File: src/rtl/datapath_sequencer.sv
// Instruction sequencer: buffers packed ALU instructions in a FIFO and issues each to the
// 4-register datapath as a READ/WRITE pair. Optional result capture under `DP_SEQ_CAPTURE_EN`.
module datapath_sequencer #(
   parameter int DEPTH = 4
) (
   input  logic        clk,
   input  logic        rst,
   input  logic        in_valid,
   input  logic [8:0]  in_instr,
   output logic        in_ready,
   input  logic        flush,
   output logic [1:0]  addr1,
   output logic [1:0]  addr2,
   output logic [1:0]  addr3,
   output logic [2:0]  aluControl,
   output logic        wr,
   output logic        busy,
   output logic        retire
`ifdef DP_SEQ_CAPTURE_EN
   ,
   input  logic [31:0] dp_result,
   output logic [31:0] last_result,
   output logic        last_zero
`endif
);

   localparam int PTR_W = (DEPTH > 1) ? $clog2(DEPTH) : 1;
   localparam int CNT_W = PTR_W + 1;

   typedef enum logic [1:0] {
      S_IDLE  = 2'd0,
      S_READ  = 2'd1,
      S_WRITE = 2'd2
   } state_e;

   state_e           state_q;
   logic [8:0]       ir_q;
   logic             wr_q;
   logic             retire_q;

   logic [8:0]       fifo_mem_q [DEPTH];
   logic [PTR_W-1:0] rd_ptr_q, rd_ptr_d;
   logic [PTR_W-1:0] wr_ptr_q, wr_ptr_d;
   logic [CNT_W-1:0] count_q, count_d;

   logic             full;
   logic             empty;
   logic             push;
   logic             pop;
   logic [8:0]       head;

   assign full     = (count_q == CNT_W'(DEPTH));
   assign empty    = (count_q == '0);
   assign in_ready = !full && !flush;
   assign push     = in_valid && in_ready;
   // A slot opens for the next instruction only when the FSM is idle or finishing a write.
   assign pop      = !empty && !flush && ((state_q == S_IDLE) || (state_q == S_WRITE));
   assign head     = fifo_mem_q[rd_ptr_q];

   always_comb begin
      rd_ptr_d = rd_ptr_q;
      wr_ptr_d = wr_ptr_q;
      count_d  = count_q;
      if (flush) begin
         rd_ptr_d = '0;
         wr_ptr_d = '0;
         count_d  = '0;
      end else begin
         if (push) wr_ptr_d = wr_ptr_q + PTR_W'(1);
         if (pop)  rd_ptr_d = rd_ptr_q + PTR_W'(1);
         count_d = count_q + CNT_W'(push) - CNT_W'(pop);
      end
   end

   always_ff @(posedge clk) begin
      if (!rst) begin
         rd_ptr_q <= '0;
         wr_ptr_q <= '0;
         count_q  <= '0;
      end else begin
         rd_ptr_q <= rd_ptr_d;
         wr_ptr_q <= wr_ptr_d;
         count_q  <= count_d;
      end
   end

   always_ff @(posedge clk) begin
      if (push) fifo_mem_q[wr_ptr_q] <= in_instr;
   end

   always_ff @(posedge clk) begin
      if (!rst) begin
         state_q     <= S_IDLE;
         ir_q        <= '0;
         wr_q        <= 1'b0;
         retire_q    <= 1'b0;
`ifdef DP_SEQ_CAPTURE_EN
         last_result <= '0;
         last_zero   <= 1'b1;
`endif
      end else begin
         wr_q     <= 1'b0;
         retire_q <= 1'b0;
         unique case (state_q)
            S_IDLE: begin
               if (pop) begin
                  ir_q    <= head;
                  state_q <= S_READ;
               end
            end
            S_READ: begin
               wr_q    <= 1'b1;
               state_q <= S_WRITE;
            end
            S_WRITE: begin
               retire_q <= 1'b1;
`ifdef DP_SEQ_CAPTURE_EN
               last_result <= dp_result;
               last_zero   <= (dp_result == 32'd0);
`endif
               if (pop) begin
                  ir_q    <= head;
                  state_q <= S_READ;
               end else begin
                  state_q <= S_IDLE;
               end
            end
            default: state_q <= S_IDLE;
         endcase
      end
   end

   assign aluControl = ir_q[8:6];
   assign addr3      = ir_q[5:4];
   assign addr1      = ir_q[3:2];
   assign addr2      = ir_q[1:0];
   // Reset held during WRITE must not let the datapath commit.
   assign wr         = wr_q && rst;
   assign retire     = retire_q;
   assign busy       = (state_q != S_IDLE) || !empty;

endmodule

File: config.mk
export PLATFORM = sky130hd
export DESIGN_NAME = datapath_sequencer
export DESIGN_NICKNAME = d
export VERILOG_FILES = /design/src/rtl/datapath_sequencer.sv
export SDC_FILE = /design/constraint.sdc
export NUM_CORES = 1
export LEC_CHECK = 0
export CORE_ASPECT_RATIO = 2
export CORE_MARGIN = 2
export CORE_UTILIZATION = 40
export CTS_CLUSTER_DIAMETER = 60
export DETAILED_ROUTE_END_ITERATION = 8
export PLACE_DENSITY_LB_ADDON = 0.15
export SYNTH_ARGS = -nofsm -noshare
export SYNTH_HDL_FRONTEND = slang
export SYNTH_SLANG_ARGS = --single-unit
File: constraint.sdc
create_clock -name clk -period 3.13 [get_ports clk]
set_input_delay 0.626 -clock clk [delete_from_list [all_inputs] [get_ports clk]]
set_output_delay 0.626 -clock clk [all_outputs]
set_load 0.02 [all_outputs]
; Word-level counts from Yosys, hierarchy flattened
; Memories as Yosys holds them, arrays and structs flattened. A register that Yosys moved wholly into a read port is not among the register bits.
; Index checks and enable logic that the tools add are counted.
[word_totals]
in_bits = 13
out_inout_bits = 13
mem_bits_rw = 36
ff_bits = 11
mem_count = 1
[classes]
eq_ne = 4
n_addsub = 4
reduce_logical = 17
mux = 7
bitwise_logic = 1
[mem_list]
columns = memory, words, word_bits, read_ports, rd_clocked_by_memory_dff, write_ports, line_no
row1 = fifo_mem_q, 4, 9, 1, 1, 1, 41  ; logic [8:0] fifo_mem_q [DEPTH];
[ops]
columns = cell, count
row1 = one-hot mux 2 bit (3 select lines), 1
row2 = logical AND 1 bit, 5
row3 = 2-to-1 mux 1 bit, 5
row4 = "adder 2 x 1 -> 2 bit, second input constant", 2
row5 = logical NOT 1 bit, 4
row6 = OR reduction 2 bit, 2
row7 = adder 3 x 1 -> 3 bit, 1
row8 = "== test 3 bit, second input constant", 1
row9 = logical NOT 3 bit, 1
row10 = subtractor 3 x 1 -> 3 bit, 1
row11 = "== test 2 x 1 -> 1 bit, second input constant", 1
row12 = "== test 2 bit, second input constant", 1
row13 = logical NOT 2 bit, 1
row14 = logical OR 1 bit, 2
row15 = 2-to-1 mux 2 bit, 1
row16 = "!= test 2 bit, second input constant", 1
row17 = AND reduction 2 bit, 1
row18 = nonzero test 2 bit, 1
row19 = inverter 1 bit, 1

; Longest topological paths before layout
; Gate-level depths: netlist (run 1).
[depth]
ltp_word = 6
ltp_mapped = 11
ltp_nobuf = 11

; Worst setup path after synthesis (run 1)
; OpenSTA, ideal clock, no wires.
[synth_timing]
path_type = in2reg
from = input port flush
to = register count_q[2]
t_arrival_ns = 2.457
slack_ns = 0.595
cell_stages = 11
required_time_ns = 3.052
setup_ns = 0.078
n_path_buf = 1
path_cell_list = or2_0 -> buf_2 -> nor2_2 -> ha_1 -> inv_1 -> ha_1 -> inv_1 -> fa_1 -> xor2_1 -> and2_1 -> nor3_1
[synth_via]
elab_cells_between_ends = 8
[synth_rtl]
columns = item, line_no
row1 = from (decl), 11  ; input logic flush,
row2 = logical NOT 1 bit, 57  ; assign pop = !empty && !flush && ((state_q == S_IDLE) || (state_q == S_WRITE));
row3 = logical AND 1 bit (2 in series), 57
row4 = net pop, 49  ; logic pop;
row5 = subtractor 3 x 1 -> 3 bit, 71  ; count_d = count_q + CNT_W'(push) - CNT_W'(pop);
row6 = to (signal assigned), 83  ; count_q <= count_d;
row7 = to (decl), 44  ; logic [CNT_W-1:0] count_q, count_d;
; The timed path passes the listed nets, and every way through them passes these cells.
; A chain may end at the register's enable or synchronous reset.

; Worst setup path after layout (run 1)
; Same ends and word-level chain as after synthesis.

==> results of run 1 <==
[area by class of cell]
cell class | instances | share of cell area
sequential | 56 | 0.564
tap | 60 | 0.0286
inverter | 6 | 0.00857
timing repair buffer | 29 | 0.107
clock buffer | 5 | 0.0262
clock inverter | 3 | 0.00857
multi-input combinational | 72 | 0.258
[stage by stage]
| step | total power [mW] | cell area [um^2] | worst slack [ns] |
|---|---|---|---|
| floorplan | 0.890 | 2210 | 0.595 |
| global placement | 0.943 | 2540 | 0.370 |
| detailed placement | 0.949 | 2540 | 0.250 |
| CTS | 1.35 | 2630 | 0.578 |
| global route | 1.38 | 2630 | 0.436 |
| finish | 1.33 | 2630 | 0.589 |
[critical path: stages]
cell	delay, ns
clkdlybuf4s50_1	0.48
or2_0	0.27
nor2_2	0.12
ha_1	0.24
inv_1	0.06
ha_1	0.13
inv_1	0.05
fa_1	0.38
xor2_1	0.16
and2_1	0.16
nor3_1	0.11
[cells by family after synthesis]
group | after synthesis | share of synthesized area
compound gates | 13 | 0.0459
simple gates | 40 | 0.102
flops | 56 | 0.672
mux | 11 | 0.113
xor+xnor | 1 | 0.00397
buf+inv | 10 | 0.0210
fa+ha+maj | 7 | 0.0431
[worst min path at each step]
| stage | startpoint | endpoint | slack (ns) | cells after the start |
|---|---|---|---|---|
| finish | ir_q[4] | ir_q[4] | 0.46 | 2 |
| global route | ir_q[8] | ir_q[8] | 0.48 | 2 |
| CTS | ir_q[4] | ir_q[4] | 0.47 | 2 |
| detailed placement | state_q[1] | wr_q | 0.45 | 1 |
| global placement | state_q[1] | state_q[1] | 0.43 | 1 |
| floorplan | state_q[1] | state_q[1] | 0.42 | 1 |
[layout by cell type, fill, tap and decap left out, drive strengths merged, types with 6 or more instances in the layout]
cell,Yosys,final
nor2,7,7
o2bb2ai,9,9
clkdlybuf4s50,0,25
ha,6,6
dfxtp,20,20
mux4,9,9
inv,6,7
and2,7,7
nand2,15,15
edfxtp,36,36
[routing by layer]
metal | global-route usage | vias up
li1 | - | 580
met1 | 0.121 | 589
met2 | 0.256 | 31
met3 | 0.0308 | 8
met4 | 0.0663 | 0
met5 | 0 | -
[cells in the mapped netlist, types with 2 or more instances]
library cell and instances:
and2_1 7, dfxtp_1 20, ha_1 6, edfxtp_1 36
inv_1 5, clkbuf_1 2, mux4_2 2, mux2i_1 2
o2bb2ai_1 9, nand2_1 15, nor2_1 6, mux4_1 7
a21oi_1 2
[flip-flops by register name (all words and copies together) (netlist names)]
| name | flops |
|---|---|
| wr_q | 1 |
| rd_ptr_q | 2 |
| count_q | 3 |
| retire | 1 |
| fifo_mem_q | 36 |
| ir_q | 9 |
| state_q | 2 |
| wr_ptr_q | 2 |
[power by group through the flow]
stage / combinational (mW) / clock [mW] / sequential (mW)
finish: 0.117 / 0.402 / 0.813
global route: 0.128 / 0.437 / 0.815
CTS: 0.119 / 0.415 / 0.813
detailed placement: 0.118 / 0 / 0.830
global placement: 0.114 / 0 / 0.829
floorplan: 0.0564 / 0 / 0.834
==> flow_metrics.py, run 1 <==
metrics = {
    "drt": {
        "wl_mm": 3.63,
        "top_layer": "met4",
        "antenna_left": 0,
        "drc": 0,
        "wl_per_cell_um": 15.7,
        "wl_met1_mm": 1.29,
        "drt_iter0_markers": 19,
        "wl_met2_mm": 2.12,
        "via_per_inst": 5.23,
        "vias": 1208,
        "first_pass_iters": 4,
        "met3_length_um": 130,
    },
    "yosys": {
        "yosys_most_used_dff": "edfxtp_1",
        "ys_async_sr_fraction": 0,
        "ys_seq_area_frac": 0.672,
        "yosysTopAreaCell": "edfxtp_1",
        "syn_area_um2": 2210,
        "synthCells": 138,
        "ys_ff_latch": 56,
        "synth_top_area_frac": 0.490,
        "synth_cell_types": 32,
        "avgSynthCellArea_um2": 16.0,
        "yosys_warnings": 0,
        "synthTopCellsByArea": "edfxtp_1 49%, dfxtp_1 18%, mux4_1 8.3%",
        "synth_edf_count": 36,
        "syn_nets": 158,
    },
    "floorplan": {
        "fp-row-count": 38,
        "die_x_um": 56.5,
        "dieArea_um2": 6160,
        "pin_count": 26,
        "die_height_um": 109,
        "initial_core_util": 0.411,
        "core_area_um2": 5370,
    },
    "power": {
        "power.density_nw_per_um2": 506,
        "peakVddDrop_uv": 385,
        "power_frac_seq": 0.611,
        "swShare": 0.232,
        "p_switching_uw": 309,
        "p_int_mw": 1.02,
        "p_comb_frac": 0.088,
        "clockPowerShare": 0.302,
        "p_leak_nw": 0.901,
    },
    "global_routing": {
        "grt_pass1_vias": 1286,
        "track_usage": 0.131,
        "antenna_found_initial": 0,
        "grt_pass1_wl_mm": 5.93,
        "grt-ovfl-total": 0,
        "grt_max_degree": 19,
    },
    "final_layout": {
        "fin_cells": 231,
        "nFillCells": 477,
        "nets": 190,
        "final_core_util": 0.489,
        "multi_input_area_um2": 678,
        "ff_latch_area_um2": 1480,
        "antenna_cells": 0,
        "drive_gt1_frac": 0.111,
        "area_delta_synth_final_pct": 19.2,
    },
    "clock_tree": {
        "cts.sinks": 56,
        "cts_tree": "done",
        "clkTransAtPathRegs_ns": 0.10,
        "cts_hold_buffers": 0,
        "root_buffer": "clkbuf_8",
        "cts_resized": 0,
        "cts_buffers": 5,
        "clock_latency_ns": 0.31,
        "clockBufferDepth": 2,
        "postCtsSetupRepairBufs": 0,
        "h-tree-depth": 2,
    },
    "place": {
        "dp_cells": 223,
        "numPortBuffers": 25,
        "dp_hpwl_mm": 2.69,
        "finalWeightedCongestion": 0.779,
    },
    "timing": {
        "setup_violations": 0,
        "setup_tns_ns": 0,
        "worstMarginPinSlew_ns": 0.665,
        "max_freq_mhz": 394,
        "finalHoldViolations": 0,
        "fin_worst_skew_ns": 0.00619,
        "period_share": 0.812,
        "hold_ws_ns": 0.463,
        "slew_viol_final": 0,
        "period_needed_ns": 2.54,
        "rsz0062_at_grt": "false",
        "maxSlewHeadroom": 0.556,
    },
    "critical_path": {
        "cp_max_fo": 5,
        "r2r_start": "count_q[1]",
        "cp-start-kind": "input pin",
        "cp-end-kind": "flip-flop",
        "arrival_ns": 2.78,
        "r2r-end": "count_q[2]",
        "r2r_cells": 10,
        "crit_end": "count_q[2]",
        "r2r_slack_ns": 0.73,
        "worstSetupPathType": "in2reg",
        "cp.required_ns": 3.37,
        "crit_path_start": "flush",
    },
    "run_status": {
        "status": "completed",
    },
    "hold_path": {
        "hold_class": "reg2reg",
    },
    "job": {
        "drv_cap": 0,
    },
}
(Power assumes the default switching activity.)
==> inputs of run 2 (changes only) <==
Clock period 3.13 ns to 2.45 ns, I/O delays scaled along.
==> run 2 against run 1 <==
Net effect:
- global-route usage up 0.18 points
- clock skew about the same
- via count down 0.75%
- critical path depth unchanged
==> flow_metrics.py, run 2 (synthesized netlist as in run 1, its figures left out) <==
metrics = {
    "clock_tree": {
        "cts_tree": "done",
        "clock_latency_ns": 0.31,
        "clkTransAtPathRegs_ns": 0.10,
        "root_buffer": "clkbuf_8",
        "clockBufferDepth": 2,
        "cts_hold_buffers": 0,
        "cts.sinks": 56,
        "h-tree-depth": 2,
        "cts_buffers": 5,
        "postCtsSetupRepairBufs": 0,
    },
    "hold_path": {
        "hold_class": "reg2reg",
        "worstHoldEndpoint": "state_q[1]",
        "whs_path_depth": 1,
        "hp-start": "state_q[1]",
    },
    "final_layout": {
        "reg_top3": "fifo_mem_q x36, ir_q x9, count_q x3",
        "nets": 191,
        "drive_gt1_frac": 0.110,
        "area_delta_synth_final_pct": 20.5,
        "final_common_cell": "edfxtp_1",
        "antenna_cells": 0,
        "top_register": "fifo_mem_q",
        "largest_register_ffs": 36,
        "final_cell_mix": "36 x edfxtp_1, 24 x clkdlybuf4s50_1, 20 x dfxtp_1",
        "fin_area_um2": 2660,
    },
    "power": {
        "p_leak_nw": 0.923,
        "power.density_nw_per_um2": 675,
        "peakVddDrop_uv": 693,
        "p_total_mw": 1.80,
    },
    "global_routing": {
        "track_usage": 0.133,
        "antenna_found_initial": 0,
        "grt_pass1_vias": 1263,
        "grt_pass1_wl_mm": 6.03,
        "grt_max_degree": 18,
        "grt-ovfl-total": 0,
    },
    "critical_path": {
        "cp_max_fo": 2,
        "cp-end-kind": "flip-flop",
        "r2r_slack_ns": 0.24,
        "arrival_ns": 2.51,
        "r2r_start": "count_q[1]",
        "cp.required_ns": 2.69,
        "r2r_cells": 11,
        "r2r-end": "count_q[2]",
        "cp-start-kind": "input pin",
        "worstSetupPathType": "in2reg",
    },
    "job": {
        "drv_cap": 0,
    },
    "floorplan": {
        "fp-row-count": 38,
        "initial_core_util": 0.411,
        "core_area_um2": 5370,
        "pin_count": 26,
        "dieArea_um2": 6160,
        "die_x_um": 56.5,
        "die_height_um": 109,
    },
    "place": {
        "dpl_cell_area_um2": 2540,
        "dp_hpwl_mm": 2.77,
        "numPortBuffers": 25,
        "pre_cts_ws_ns": -0.281,
        "finalWeightedCongestion": 0.794,
    },
    "drt": {
        "wl_mm": 3.65,
        "drc": 0,
        "drt_iter0_markers": 24,
        "wl_per_cell_um": 15.7,
        "vias": 1199,
        "via_per_inst": 5.17,
        "first_pass_iters": 4,
        "antenna_left": 0,
    },
    "timing": {
        "maxSlewHeadroom": 0.579,
        "period_share": 0.929,
        "worstMarginPinSlew_ns": 0.631,
        "setup_violations": 0,
        "slew_viol_final": 0,
        "finalHoldViolations": 0,
        "rsz0062_at_grt": "false",
        "fin_worst_skew_ns": 0.00602,
        "worst_slack_ns": 0.173,
        "period_needed_ns": 2.28,
        "max_freq_mhz": 439,
    },
    "run_status": {
        "status": "completed",
    },
}
run 2: changes by cell type in the layout (fill, tap and decap cells not counted), sizes merged:
cell / change
clkinv: -2
buf: +1
dlymetal6s2s: +1
bufinv: +1
clkdlybuf4s50: -1
clkbuf: +1
run 2: how the worst max path moves through the flow:
stage	end	from
floorplan	count_q[2]	flush
global placement	count_q[2]	flush
detailed placement	count_q[2]	flush
CTS	count_q[2]	flush
global route	count_q[2]	in_valid
finish	count_q[2]	in_valid
run 2: worst max-delay path, stage by stage:
cell             delay, ns
clkdlybuf4s50_1       0.45
nor3b_2               0.19
inv_1                 0.06
ha_1                  0.28
inv_1                 0.06
ha_1                  0.13
inv_1                 0.05
fa_1                  0.37
xor2_1                0.16
and2_1                0.16
nor3_1                0.13
run 2: per-stage QoR:
stage | utilization | hold WS (ns) | std cells | setup TNS, ns
2_1_floorplan | - | 0.422 | 138 | 0
3_3_place_gp | 0.474 | 0.434 | 224 | -0.173
3_5_place_dp | 0.474 | 0.455 | 224 | -0.281
4_1_cts | 0.494 | 0.469 | 232 | 0
5_1_grt | 0.495 | 0.493 | 232 | 0
6_report | 0.495 | 0.463 | 232 | 0
run 2: power breakdown:
group | internal (mW) | leakage (nW) | switching (mW)
Clock | 0.309 | 0.0558 | 0.297
Sequential | 1.03 | 0.489 | 0.0130
Combinational | 0.0770 | 0.378 | 0.0745
run 2: metal layers:
metal  vias up  track usage  part of all wire
met5         -            0                 0
met4         0       0.0612             0.021
met3         5       0.0380             0.038
met2        24        0.250              0.59
met1       584        0.130              0.35
li1        586            -                 -
run 2: what timing repair did:
| item | CTS | global route |
|---|---|---|
| endpoints found under the setup margin | 0 | 1 |
| gates resized for setup | 0 | 2 |
| endpoints found under the hold margin | 0 | 0 |
run 2: cell type report:
| type | count | area [um^2] |
|---|---|---|
| Clock buffer | 6 | 72.6 |
| Clock inverter | 2 | 38.8 |
| Fill cell | 480 | 2710 |
| Inverter | 6 | 22.5 |
| Multi-Input combinational cell | 72 | 678 |
| Sequential cell | 56 | 1480 |
| Tap cell | 60 | 75.1 |
| Timing Repair Buffer | 30 | 290 |
